===== src/rtl/serial_bus_pkg.sv =====
// Shared definitions for the serial system bus.
// Contents:
//   arb_state_t          - arbiter FSM state encoding (IDLE, BUSY)
//   sel_width()          - width of an owner index for a given master count (min 1)
//   ADDR_WIDTH/DATA_WIDTH - bus widths shared by the bridge and slaves
package serial_bus_pkg;

  localparam int ADDR_WIDTH = 32;
  localparam int DATA_WIDTH = 32;

  typedef enum logic [0:0] {
    IDLE = 1'b0,
    BUSY = 1'b1
  } arb_state_t;

  // Owner index width; a single-bit index is kept even for degenerate counts.
  function automatic int sel_width(input int n);
    return (n > 1) ? $clog2(n) : 1;
  endfunction

endpackage


===== src/rtl/serial_bus_arbiter_picker.sv =====
// Combinational round-robin picker.
// Ports:
//   req    [NUM_MASTERS] - eligible request vector
//   ptr    [SEL_WIDTH]   - index of the most recent winner
//   winner [SEL_WIDTH]   - first requester strictly after ptr, with wrap
//   valid                - high when any request is set
module rr_priority_picker
  import serial_bus_pkg::*;
#(
  parameter int NUM_MASTERS = 2,
  parameter int SEL_WIDTH   = sel_width(NUM_MASTERS)
) (
  input  logic [NUM_MASTERS-1:0] req,
  input  logic [SEL_WIDTH-1:0]   ptr,
  output logic [SEL_WIDTH-1:0]   winner,
  output logic                   valid
);

  logic [NUM_MASTERS-1:0] window_s;
  int                     first_s;
  int                     win_int_s;

  // Rotate a doubled copy of req so window bit 0 is the master after ptr,
  // then the lowest set window bit maps back to the winning index.
  always_comb begin
    window_s = NUM_MASTERS'({req, req} >> (int'(ptr) + 32'sd1));
    first_s  = 32'sd0;
    for (int k = NUM_MASTERS - 1; k >= 0; k--) begin
      first_s = window_s[k] ? k : first_s;
    end
    win_int_s = (int'(ptr) + 32'sd1 + first_s) % NUM_MASTERS;
    winner    = SEL_WIDTH'(win_int_s);
    valid     = |window_s;
  end

endmodule


===== src/rtl/serial_bus_arbiter.sv =====
// Round-robin arbiter for the shared serial bus with split-transaction support
// and an optional hold-timeout watchdog.
// Ports:
//   clk, rstn        - clock, asynchronous active-low reset
//   mbreq            - per-master level request, held for the whole transaction
//   mbgrant          - registered one-hot grant
//   msplit           - registered per-master split indication
//   ssplit           - slave split pulse (only acted on while BUSY)
//   split_release    - slave resume pulse for the split master
//   msel             - current/last owner index for the bus muxes
//   bus_busy         - high while a grant is active
//   timeout_err      - one-cycle pulse when the watchdog revokes a grant
module serial_bus_arbiter
  import serial_bus_pkg::*;
#(
  parameter int NUM_MASTERS    = 2,
  parameter int SEL_WIDTH      = sel_width(NUM_MASTERS),
  parameter int MAX_HOLD       = 0,
  parameter int HOLD_CNT_WIDTH = 16
) (
  input  logic                   clk,
  input  logic                   rstn,
  input  logic [NUM_MASTERS-1:0] mbreq,
  output logic [NUM_MASTERS-1:0] mbgrant,
  output logic [NUM_MASTERS-1:0] msplit,
  input  logic                   ssplit,
  input  logic                   split_release,
  output logic [SEL_WIDTH-1:0]   msel,
  output logic                   bus_busy,
  output logic                   timeout_err
);

  localparam logic [NUM_MASTERS-1:0]    ONE_HOT0   = NUM_MASTERS'(1);
  localparam bit                        WDOG_EN    = (MAX_HOLD != 0);
  localparam logic [HOLD_CNT_WIDTH-1:0] HOLD_LIMIT = HOLD_CNT_WIDTH'(MAX_HOLD - 1);

  arb_state_t                state_r;
  logic [NUM_MASTERS-1:0]    grant_r;
  logic [NUM_MASTERS-1:0]    msplit_r;
  logic [SEL_WIDTH-1:0]      msel_r;
  logic                      busy_r;
  logic                      timeout_r;
  logic [SEL_WIDTH-1:0]      rr_ptr_r;
  logic                      split_pending_r;
  logic [SEL_WIDTH-1:0]      split_idx_r;
  logic                      boost_r;
  logic [SEL_WIDTH-1:0]      boost_idx_r;
  logic [HOLD_CNT_WIDTH-1:0] hold_cnt_r;

  logic [NUM_MASTERS-1:0] split_mask_s;
  logic [NUM_MASTERS-1:0] elig_s;
  logic [SEL_WIDTH-1:0]   pick_idx_s;
  logic                   pick_valid_s;
  logic [SEL_WIDTH-1:0]   win_idx_s;
  logic                   arb_s;
  logic                   release_s;
  logic                   pending_eff_s;
  logic                   owner_req_s;

  rr_priority_picker #(
    .NUM_MASTERS(NUM_MASTERS),
    .SEL_WIDTH  (SEL_WIDTH)
  ) u_picker (
    .req   (elig_s),
    .ptr   (rr_ptr_r),
    .winner(pick_idx_s),
    .valid (pick_valid_s)
  );

  // Eligibility, boost override and event qualifiers for the state update.
  always_comb begin
    if (split_pending_r) begin
      split_mask_s = ONE_HOT0 << split_idx_r;
    end else begin
      split_mask_s = '0;
    end
    elig_s    = mbreq & ~split_mask_s;
    arb_s     = (state_r == IDLE) && pick_valid_s;
    // A freshly released master wins its first arbitration if it still asks.
    if (boost_r && elig_s[boost_idx_r]) begin
      win_idx_s = boost_idx_r;
    end else begin
      win_idx_s = pick_idx_s;
    end
    release_s     = split_release && split_pending_r;
    // Release is handled before a same-cycle split, so it frees the split slot.
    pending_eff_s = split_pending_r && !split_release;
    owner_req_s   = mbreq[msel_r];
  end

  // Arbiter FSM, split bookkeeping, watchdog and all registered outputs.
  always_ff @(posedge clk or negedge rstn) begin
    if (!rstn) begin
      state_r         <= IDLE;
      grant_r         <= '0;
      msplit_r        <= '0;
      msel_r          <= '0;
      busy_r          <= 1'b0;
      timeout_r       <= 1'b0;
      rr_ptr_r        <= '0;
      split_pending_r <= 1'b0;
      split_idx_r     <= '0;
      boost_r         <= 1'b0;
      boost_idx_r     <= '0;
      hold_cnt_r      <= '0;
    end else begin
      timeout_r <= 1'b0;

      if (release_s) begin
        msplit_r        <= '0;
        split_pending_r <= 1'b0;
      end else begin
        split_pending_r <= split_pending_r;
      end

      case (state_r)
        IDLE: begin
          if (arb_s) begin
            grant_r    <= ONE_HOT0 << win_idx_s;
            msel_r     <= win_idx_s;
            rr_ptr_r   <= win_idx_s;
            busy_r     <= 1'b1;
            hold_cnt_r <= '0;
            state_r    <= BUSY;
          end else begin
            state_r <= IDLE;
          end
        end
        BUSY: begin
          if (!owner_req_s) begin
            // Owner drop outranks a same-cycle split or timeout.
            grant_r <= '0;
            busy_r  <= 1'b0;
            state_r <= IDLE;
          end else if (ssplit && !pending_eff_s) begin
            grant_r         <= '0;
            busy_r          <= 1'b0;
            msplit_r        <= ONE_HOT0 << msel_r;
            split_pending_r <= 1'b1;
            split_idx_r     <= msel_r;
            state_r         <= IDLE;
          end else if (WDOG_EN && (hold_cnt_r == HOLD_LIMIT)) begin
            grant_r   <= '0;
            busy_r    <= 1'b0;
            timeout_r <= 1'b1;
            state_r   <= IDLE;
          end else begin
            hold_cnt_r <= hold_cnt_r + HOLD_CNT_WIDTH'(1);
          end
        end
        default: begin
          grant_r <= '0;
          busy_r  <= 1'b0;
          state_r <= IDLE;
        end
      endcase

      // Boost is armed by a release and consumed by the next arbitration;
      // a release in the same cycle as an arbitration keeps it for the next one.
      if (release_s) begin
        boost_r     <= 1'b1;
        boost_idx_r <= split_idx_r;
      end else if (arb_s) begin
        boost_r <= 1'b0;
      end else begin
        boost_r <= boost_r;
      end
    end
  end

  assign mbgrant     = grant_r;
  assign msplit      = msplit_r;
  assign msel        = msel_r;
  assign bus_busy    = busy_r;
  assign timeout_err = timeout_r;

endmodule


===== config.mk =====
export PLATFORM = sky130hd
export DESIGN_NAME = serial_bus_arbiter
export DESIGN_NICKNAME = d
export VERILOG_FILES = /design/src/rtl/serial_bus_pkg.sv /design/src/rtl/serial_bus_arbiter_picker.sv /design/src/rtl/serial_bus_arbiter.sv
export SDC_FILE = /design/constraint.sdc
export NUM_CORES = 1
export LEC_CHECK = 0
export BUFFER_PORTS_ARGS = -buffer_cell sky130_fd_sc_hd__buf_2
export CORE_MARGIN = 4
export CORE_UTILIZATION = 43
export DETAILED_ROUTE_END_ITERATION = 8
export PLACE_DENSITY = 0.68
export SYNTH_ARGS = -nofsm -noshare
export SYNTH_HDL_FRONTEND = slang
export SYNTH_SLANG_ARGS = --single-unit

===== constraint.sdc =====
create_clock -name clk -period 1.4 [get_ports clk]
set_clock_uncertainty 0.15 [all_clocks]
set_input_delay 0.07 -clock clk [delete_from_list [all_inputs] [get_ports clk]]
set_output_delay 0.07 -clock clk [all_outputs]
set_load 0.01 [all_outputs]

======== After elaboration in Yosys (flattened, before gate mapping) ========
Index checks and enable logic that the tools add are counted.
storage, ports and cells
  register bits ........................... 11
  bits in latches ......................... 0
  RAM bits ................................ 0
  memory bits (read-only) ................. 0
  input port bits ......................... 6
  logic and storage cells ................. 64
  memories ................................ 0
operators by class
  add/subtract/negate cells ............... 2
  $mul .................................... 0
  div/mod/pow operators ................... 0
  magnitude comparators ................... 2
  eq/ne operators ......................... 2
  shift operators ......................... 4
  multiplexer cells ....................... 30
  bitwise logic cells ..................... 3
  reductions and logical operators ........ 12
operator list
  operator                                                              number
  1-bit 2-to-1 mux                                                      19
  2-bit 2-to-1 mux                                                      8
  1-bit by 1-bit << shifter with 2-bit output, first input constant     3
  1-bit logical AND                                                     5
  1-bit by 2-bit < comparator with 1-bit output, second input constant  2
  1-bit one-hot mux with 2 select lines                                 2
  2-bit one-hot mux with 2 select lines                                 1
  2-bit AND reduction                                                   2
  4-bit by 2-bit right shift with 2-bit output                          1
  3-bit by 2-bit != test with 1-bit output, second input constant       1
  3-bit AND reduction                                                   1
  1-bit by 1-bit adder with 2-bit output, second input constant         1
  2-bit bitwise AND                                                     1
  1-bit logical NOT                                                     2
  2-bit != test, second input constant                                  1
  2-bit inverter                                                        1
  2-bit nonzero test                                                    1
  2-bit OR reduction                                                    1
  1-bit adder                                                           1
  1-bit inverter                                                        1

======== Depth between registers and ports, before layout ========
Gate-level depths: netlist of run 1.
  depth in word-level cells ............... 12
  gate-level depth with buffers ........... 4
  depth with buffers taken out ............ 4

======== Modules after synthesis ========
A second synthesis of run 1 with hierarchy kept.
unflattened totals
  cell total of the unflattened synthesis .. 52
  area, all modules ....................... 546.8 um^2
modules (own cells, without submodules)
  module              instances  cells an instance  area each (um^2)
  serial_bus_arbiter  1          48                 521.8
  rr_priority_picker  1          4                  25.0

======== Worst setup path after synthesis of run 1 ========
OpenSTA, ideal clock, no wires.
  kind .................................... register to register
  start point ............................. register split_idx_r
  end point ............................... register state_r
  setup time .............................. 124 ps
  data arrival time ....................... 1128 ps
  data required time ...................... 1126 ps
  setup slack ............................. -2 ps
  cell stages (with the launch flop) ...... 5
  period minus slack after synthesis ...... 1402 ps
  cell sequence ........................... dfrtp_1 mux2_4 o22ai_4 nor2_2 or2_1
on the way
  word-level cells in the longest chain between the ends .. 9
ends and longest elaborated chain
  element                                       line                             text
  start, declared                               serial_bus_arbiter.sv:45         logic [SEL_WIDTH-1:0] split_idx_r;
  start signal, assigned                        serial_bus_arbiter.sv:140        split_idx_r <= msel_r;
  1-bit by 1-bit << shifter with 2-bit output   serial_bus_arbiter.sv:73         split_mask_s = ONE_HOT0 << split_idx_r;
  2-bit 2-to-1 mux                              serial_bus_arbiter.sv:72         if (split_pending_r) begin
  2-bit inverter                                serial_bus_arbiter.sv:77         elig_s = mbreq & ~split_mask_s;
  2-bit bitwise AND                             serial_bus_arbiter.sv:77
  4-bit by 2-bit right shift with 2-bit output  serial_bus_arbiter_picker.sv:26  window_s = NUM_MASTERS'({req, req} >> (int'(ptr) + 32'sd1));
  2-bit OR reduction                            serial_bus_arbiter_picker.sv:33  valid = |window_s;
  1-bit logical AND                             serial_bus_arbiter.sv:78         arb_s = (state_r == IDLE) && pick_valid_s;
  1-bit 2-to-1 mux                              serial_bus_arbiter.sv:118        if (arb_s) begin
  1-bit one-hot mux with 2 select lines         serial_bus_arbiter.sv:116        case (state_r)
  end signal, assigned                          serial_bus_arbiter.sv:94         state_r <= IDLE;
  end signal, assigned                          serial_bus_arbiter.sv:124        state_r <= BUSY;
  end signal, assigned                          serial_bus_arbiter.sv:126        state_r <= IDLE;
  end, declared                                 serial_bus_arbiter.sv:37         arb_state_t state_r;
No other way between the ends.
A chain may end at the register's enable or synchronous reset.

======== Worst setup path in the final report of run 1 ========
Same ends and word-level chain as after synthesis.

==> run_results.csv, run 1 <==
group,metric,value,unit
clock_tree,clkTransAtPathRegs,0.07,ns
critical_path,cp_max_fo,6,
layout,stdcell_area,707,um^2
floorplan,core_area,1170,um^2
logic_synthesis,synth_nets,59,
drt,viasPerCell,5.15,
logic_synthesis,synth.most_common_cell,"dfrtp_1",
timing,max_freq,697,MHz
floorplan,die-area,1960,um^2
pwr,power-per-cell-area,2010,nW/um^2
logic_synthesis,netlist_instances,53,
status,status,"finished, violations left",
global_routing,use_met3,2.44,%
critical_path,end_kind,"register",
critical_path,rr_worst_depth,4,
floorplan,io_pins,13,
worst_hold_path,worstHoldPathType,"input port to register",
global_routing,track_usage,14.1,%
logic_synthesis,yosys.area.top_type_share,48.6,%
drt,drtPass1Iterations,4,
drt,drc,0,
timing,slew_viol_final,0,
logic_synthesis,synth_area_leaders,"dfrtp_1 (49%), o21ai_0 (7.1%), o211ai_1 (5.3%)",
pwr,power,1420,uW
timing,rsz0062_at_grt,"yes",
clock_tree,clock-sinks,11,
layout,synthToLayoutAreaGrowth,24.7,%
timing,period_needed,1.43,ns
logic_synthesis,yosysTopAreaCell,"dfrtp_1",
place,io_buffers,11,
logic_synthesis,yosys_warnings,0,
timing,hold_viol,1,
clock_tree,cts_buffers,3,
worst_hold_path,worstHoldPathCells,3,
place,dp_hpwl,842,um
status,violations,"negative hold slack, negative setup slack",
layout,drive_gt1_share,38.9,%
critical_path,crit_type,"register to register",
global_routing,grt_first_pass_wirelength,1960,um
clock_tree,tritoncts,"done",
global_routing,use_met2,21.8,%
logic_synthesis,synth_ff_type,"dfrtp_1",
logic_synthesis,netlist_top_cells_count,"dfrtp_1 (11), o21ai_0 (8), nand2_1 (6)",
layout,final_nets,79,
drt,postRouteAntennaNets,0,
logic_synthesis,ys_ff_latch,11,
logic_synthesis,ys_seq_area_share,48.6,%
layout,multiInputGateArea,273,um^2
floorplan,die_h,44.3,um
layout,fill_cells,101,
global_routing,top_usage_layer,"met2",
drt,vias,443,
pwr,ir_drop,0.000865,V
timing,period_share,102,%
logic_synthesis,synth_async_sr_flop_share,100,%
critical_path,cp-start-kind,"register",
clock_tree,cts_max_path_buffers,2,
critical_path,crit_arrival,1.45,ns
drt,drtIter0Drc,11,
clock_tree,clk_root_buffer_cell,"clkbuf_4",
global_routing,use_met1,17.3,%
logic_synthesis,syn-cell-area,567,um^2
timing,setup_viol,4,
floorplan,fp-row-count,12,
floorplan,start_util,48.4,%
global_routing,grt_max_degree,12,
pwr,total_leakage_power,0.000337,uW
global_routing,gr-total-overflow,0,
drt,wl,1130,um
clock_tree,clk_latency,0.27,ns
timing,hold_ws,-0.000132,ns
layout,diodes,0,
clock_tree,htree_levels,1,
timing,fin_ws,-0.0343,ns
logic_synthesis,synth_cell_types,21,
place,placed_cell_area,647,um^2
critical_path,crit_required,1.41,ns
timing,setup_tns,-0.0949,ns
run,drv_cap,0,
global_routing,antenna_found_initial,0,
place,pre_cts_slack,-0.0505,ns
global_routing,grt_pass1_vias,458,
floorplan,die_w,44.3,um
drt,wire_per_inst,13.1,um
logic_synthesis,synth_edf_count,0,
layout,regArea,277,um^2
logic_synthesis,postSynthAreaPerCell,10.7,um^2
place,globalplace.congestion,0.760,
-- cell type report --
cell class / instances / area share, %
Tap cell: 14 / 2.48
Timing Repair Buffer: 16 / 14.0
Clock buffer: 4 / 3.72
Inverter: 4 / 2.12
Sequential cell: 11 / 39.1
Multi-Input combinational cell: 37 / 38.6
-- routing by layer --
layer	vias to the layer above	routed length, um
met3	5	52
met2	12	514
met4	0	40
met1	199	517
li1	227	-
met5	-	0
-- registers in the layout (all words and copies together) (netlist names) --
register	flops
boost_idx_r	1
boost_r	1
bus_busy	1
mbgrant	2
msplit	2
rr_ptr_r	1
split_idx_r	1
split_pending_r	1
state_r	1
-- cells in the final DEF (no fill, tap or decap), drive strengths merged, types with 2 or more instances in the layout --
cell	n
buf	15
clkbuf	4
dfrtp	11
inv	4
mux2	2
nand2	6
nand2b	3
nand3	4
o211ai	4
o21ai	8
-- path summary, 6_finish.rpt --
kind | from | endpoint | slack, ns
setup / recovery | split_idx_r$_DFFE_PN0P_ | state_r$_DFF_PN0_ | -0.03
hold / removal | ssplit | split_pending_r$_DFF_PN0_ | -0.0001
setup reg to reg | split_idx_r$_DFFE_PN0P_ | state_r$_DFF_PN0_ | -0.03
hold reg to reg | msplit[1]$_DFF_PN0_ | msplit[1]$_DFF_PN0_ | 0.35
max in group asynchronous | rstn | rr_ptr_r$_DFFE_PN0P_ | 0.85
min in group asynchronous | rstn | bus_busy$_DFFE_PN0P_ | 0.04
-- repair_timing --
item | in CTS | in global routing
endpoints found under the hold margin | 11 | 0
hold buffers | 1 | 0
pin swaps | 3 | 4
cloned | 0 | 0
gates resized for setup | 2 | 3
setup endpoints to repair | 7 | 9
setup buffers | 2 | 0
-- worst max-delay path: stages (launching register included) --
cell	delay, ns
dfrtp_1	0.40
mux2_4	0.31
o22ai_4	0.18
nor2_2	0.07
or2_1	0.21
-- cells by family after synthesis --
family | Yosys count | synth area share (%)
simple gates | 17 | 19.6
buf+inv | 5 | 3.97
compound gates | 16 | 20.8
flops | 11 | 48.6
mux | 3 | 6.40
other cells | 1 | 0.662
-- power by group --
group	leakage (uW)	internal, uW	switching, uW
Sequential	0.000138	460	105
Clock	0.0000150	111	111
Combinational	0.000184	307	330
Total	0.000337	877	547
-- stage by stage --
stage,std cells,utilization [%]
after floorplan,53,-
after global placement,79,55.2
after detailed placement,79,55.2
after CTS,86,59.7
after global routing,86,60.4
final,86,60.4
Power figures use the tool's default switching activity.
==> run 2: changes to the inputs <==
--- a/config.mk
+++ b/config.mk
@@ -6,10 +6,10 @@
 export NUM_CORES = 1
 export LEC_CHECK = 0
 export BUFFER_PORTS_ARGS = -buffer_cell sky130_fd_sc_hd__buf_2
-export CORE_MARGIN = 4
 export CORE_UTILIZATION = 43
 export DETAILED_ROUTE_END_ITERATION = 8
 export PLACE_DENSITY = 0.68
+export SKIP_LAST_GASP = 1
 export SYNTH_ARGS = -nofsm -noshare
 export SYNTH_HDL_FRONTEND = slang
 export SYNTH_SLANG_ARGS = --single-unit
==> run 2 against run 1 <==
Against the previous run: the run ends with negative setup slack left; clock power shrank 2%; hold slack gained 0.018 ns; via count is 2.0% higher; clock-buffer cell count is the same; highest routed layer unchanged.
==> run_results.csv, run 2 (synthesis results as in run 1) <==
group,metric,value,unit
status,status,"finished, violations left",
pwr,power-per-cell-area,2050,nW/um^2
global_routing,antenna_found_initial,0,
timing,slew_viol_final,0,
clock_tree,tritoncts,"done",
global_routing,grt_max_degree,12,
floorplan,start_util,48.4,%
clock_tree,htree_levels,1,
place,globalplace.congestion,0.803,
status,violations,"negative setup slack",
drt,drc,0,
clock_tree,clk_latency,0.27,ns
critical_path,cp_max_fo,3,
critical_path,end_kind,"register",
global_routing,grt_first_pass_wirelength,1820,um
clock_tree,cts_max_path_buffers,2,
global_routing,track_usage,19.3,%
drt,wl,1160,um
floorplan,die_h,38.3,um
layout,final_cell_mix,"buf_2 (11), dfrtp_1 (10), nand2_1 (6)",
clock_tree,cts_buffers,3,
layout,fin_cells,86,
clock_tree,clk_root_buffer_cell,"clkbuf_4",
floorplan,fp-row-count,12,
drt,postRouteAntennaNets,0,
timing,setup_tns,-0.0655,ns
critical_path,crit_required,1.43,ns
layout,fill_cells,98,
critical_path,crit_type,"register to register",
global_routing,grt_pass1_vias,417,
layout,diodes,0,
layout,drive_gt1_share,37.5,%
drt,drtPass1Iterations,4,
floorplan,die_w,38.3,um
place,placed_cells,80,
layout,final_nets,79,
timing,max_freq,698,MHz
floorplan,io_pins,13,
place,dp_hpwl,848,um
floorplan,die-area,1470,um^2
run,drv_cap,0,
timing,hold_viol,0,
timing,rsz0062_at_grt,"yes",
floorplan,core_area,1170,um^2
layout,synthToLayoutAreaGrowth,23.4,%
critical_path,crit_arrival,1.46,ns
layout,stdcell_area,699,um^2
critical_path,cp-start-kind,"register",
pwr,ir_drop,0.000879,V
clock_tree,clock-sinks,11,
drt,wire_per_inst,13.5,um
timing,setup_viol,4,
worst_hold_path,worstHoldPathType,"input port to register",
clock_tree,clkTransAtPathRegs,0.07,ns
timing,fin_ws,-0.0323,ns
place,pre_cts_slack,-0.0491,ns
pwr,total_leakage_power,0.000336,uW
global_routing,gr-total-overflow,0,
drt,viasPerCell,5.26,
place,placed_cell_area,654,um^2
timing,period_needed,1.43,ns
place,io_buffers,11,
drt,drtIter0Drc,13,
drt,vias,452,
layout,layout_commonest_cell,"buf_2",
timing,period_share,102,%
-- run 2: cell types whose count changed in the layout (fill, tap and decap cells not counted) --
cell and delta:
mux2i_1 +1, o21ai_1 +2, o21ai_0 -2, buf_4 +1, buf_6 -1, mux2i_2 -1
-- run 2: final timing paths --
| kind | start | endpoint | slack [ns] | cells past startpoint |
|---|---|---|---|---|
| min in group asynchronous | rstn | msplit[0]$_DFF_PN0_ | 0.04 | 2 |
| max reg2reg | split_idx_r$_DFFE_PN0P_ | mbgrant[1]$_DFFE_PN0P_ | -0.03 | 5 |
| max | split_idx_r$_DFFE_PN0P_ | mbgrant[1]$_DFFE_PN0P_ | -0.03 | 5 |
| max in group asynchronous | rstn | rr_ptr_r$_DFFE_PN0P_ | 0.84 | 2 |
| min | ssplit | split_pending_r$_DFF_PN0_ | 0.02 | 3 |
| min reg2reg | msplit[1]$_DFF_PN0_ | msplit[1]$_DFF_PN0_ | 0.35 | 2 |
-- run 2: power breakdown --
group,internal [uW],switching [uW]
clock,110,108
combinational,311,348
sequential,460,100
total,881,556
-- run 2: metrics by stage --
stage | hold WS, ns | util [%] | power [uW]
2_1_floorplan | -0.376 | - | 955
3_3_place_gp | -0.198 | 55.9 | 1170
3_5_place_dp | -0.193 | 55.9 | 1180
4_1_cts | 0.00863 | 59.6 | 1420
5_1_grt | 0.0376 | 59.7 | 1540
6_report | 0.0181 | 59.7 | 1440
-- run 2: cell type report --
class                      count  area, um^2  share of cell area, %
clock buffer                   4        26.3                   3.76
timing repair buffer          16        95.1                   13.6
tap                           14        17.5                   2.50
sequential                    11         277                   39.5
inverter                       4        15.0                   2.15
multi-input combinational     37         269                   38.5
-- run 2: routing by layer --
layer  global-route usage, %  vias to the layer above  share of wire, %
li1                        -                      225                 -
met1                    24.5                      213                48
met2                    29.2                       12                47
met3                    5.23                        2               3.4
met4                    10.7                        0              0.77
met5                       0                        -                 0
-- run 2: timing repair --
action | 4_1_cts | 5_1_grt
resized for setup | 1 | 4
hold buffers | 1 | 0
pin swaps | 5 | 3
setup buffers | 1 | 0
endpoints found under the setup margin | 4 | 10
endpoints found under the hold margin | 11 | 0
-- run 2: worst max-delay path, cell delays in order, from the launching register on --
cell and delay, ns:
dfrtp_1 0.40, buf_4 0.15, o211ai_1 0.09, o21ai_1 0.12
a31o_2 0.24, o211ai_1 0.19
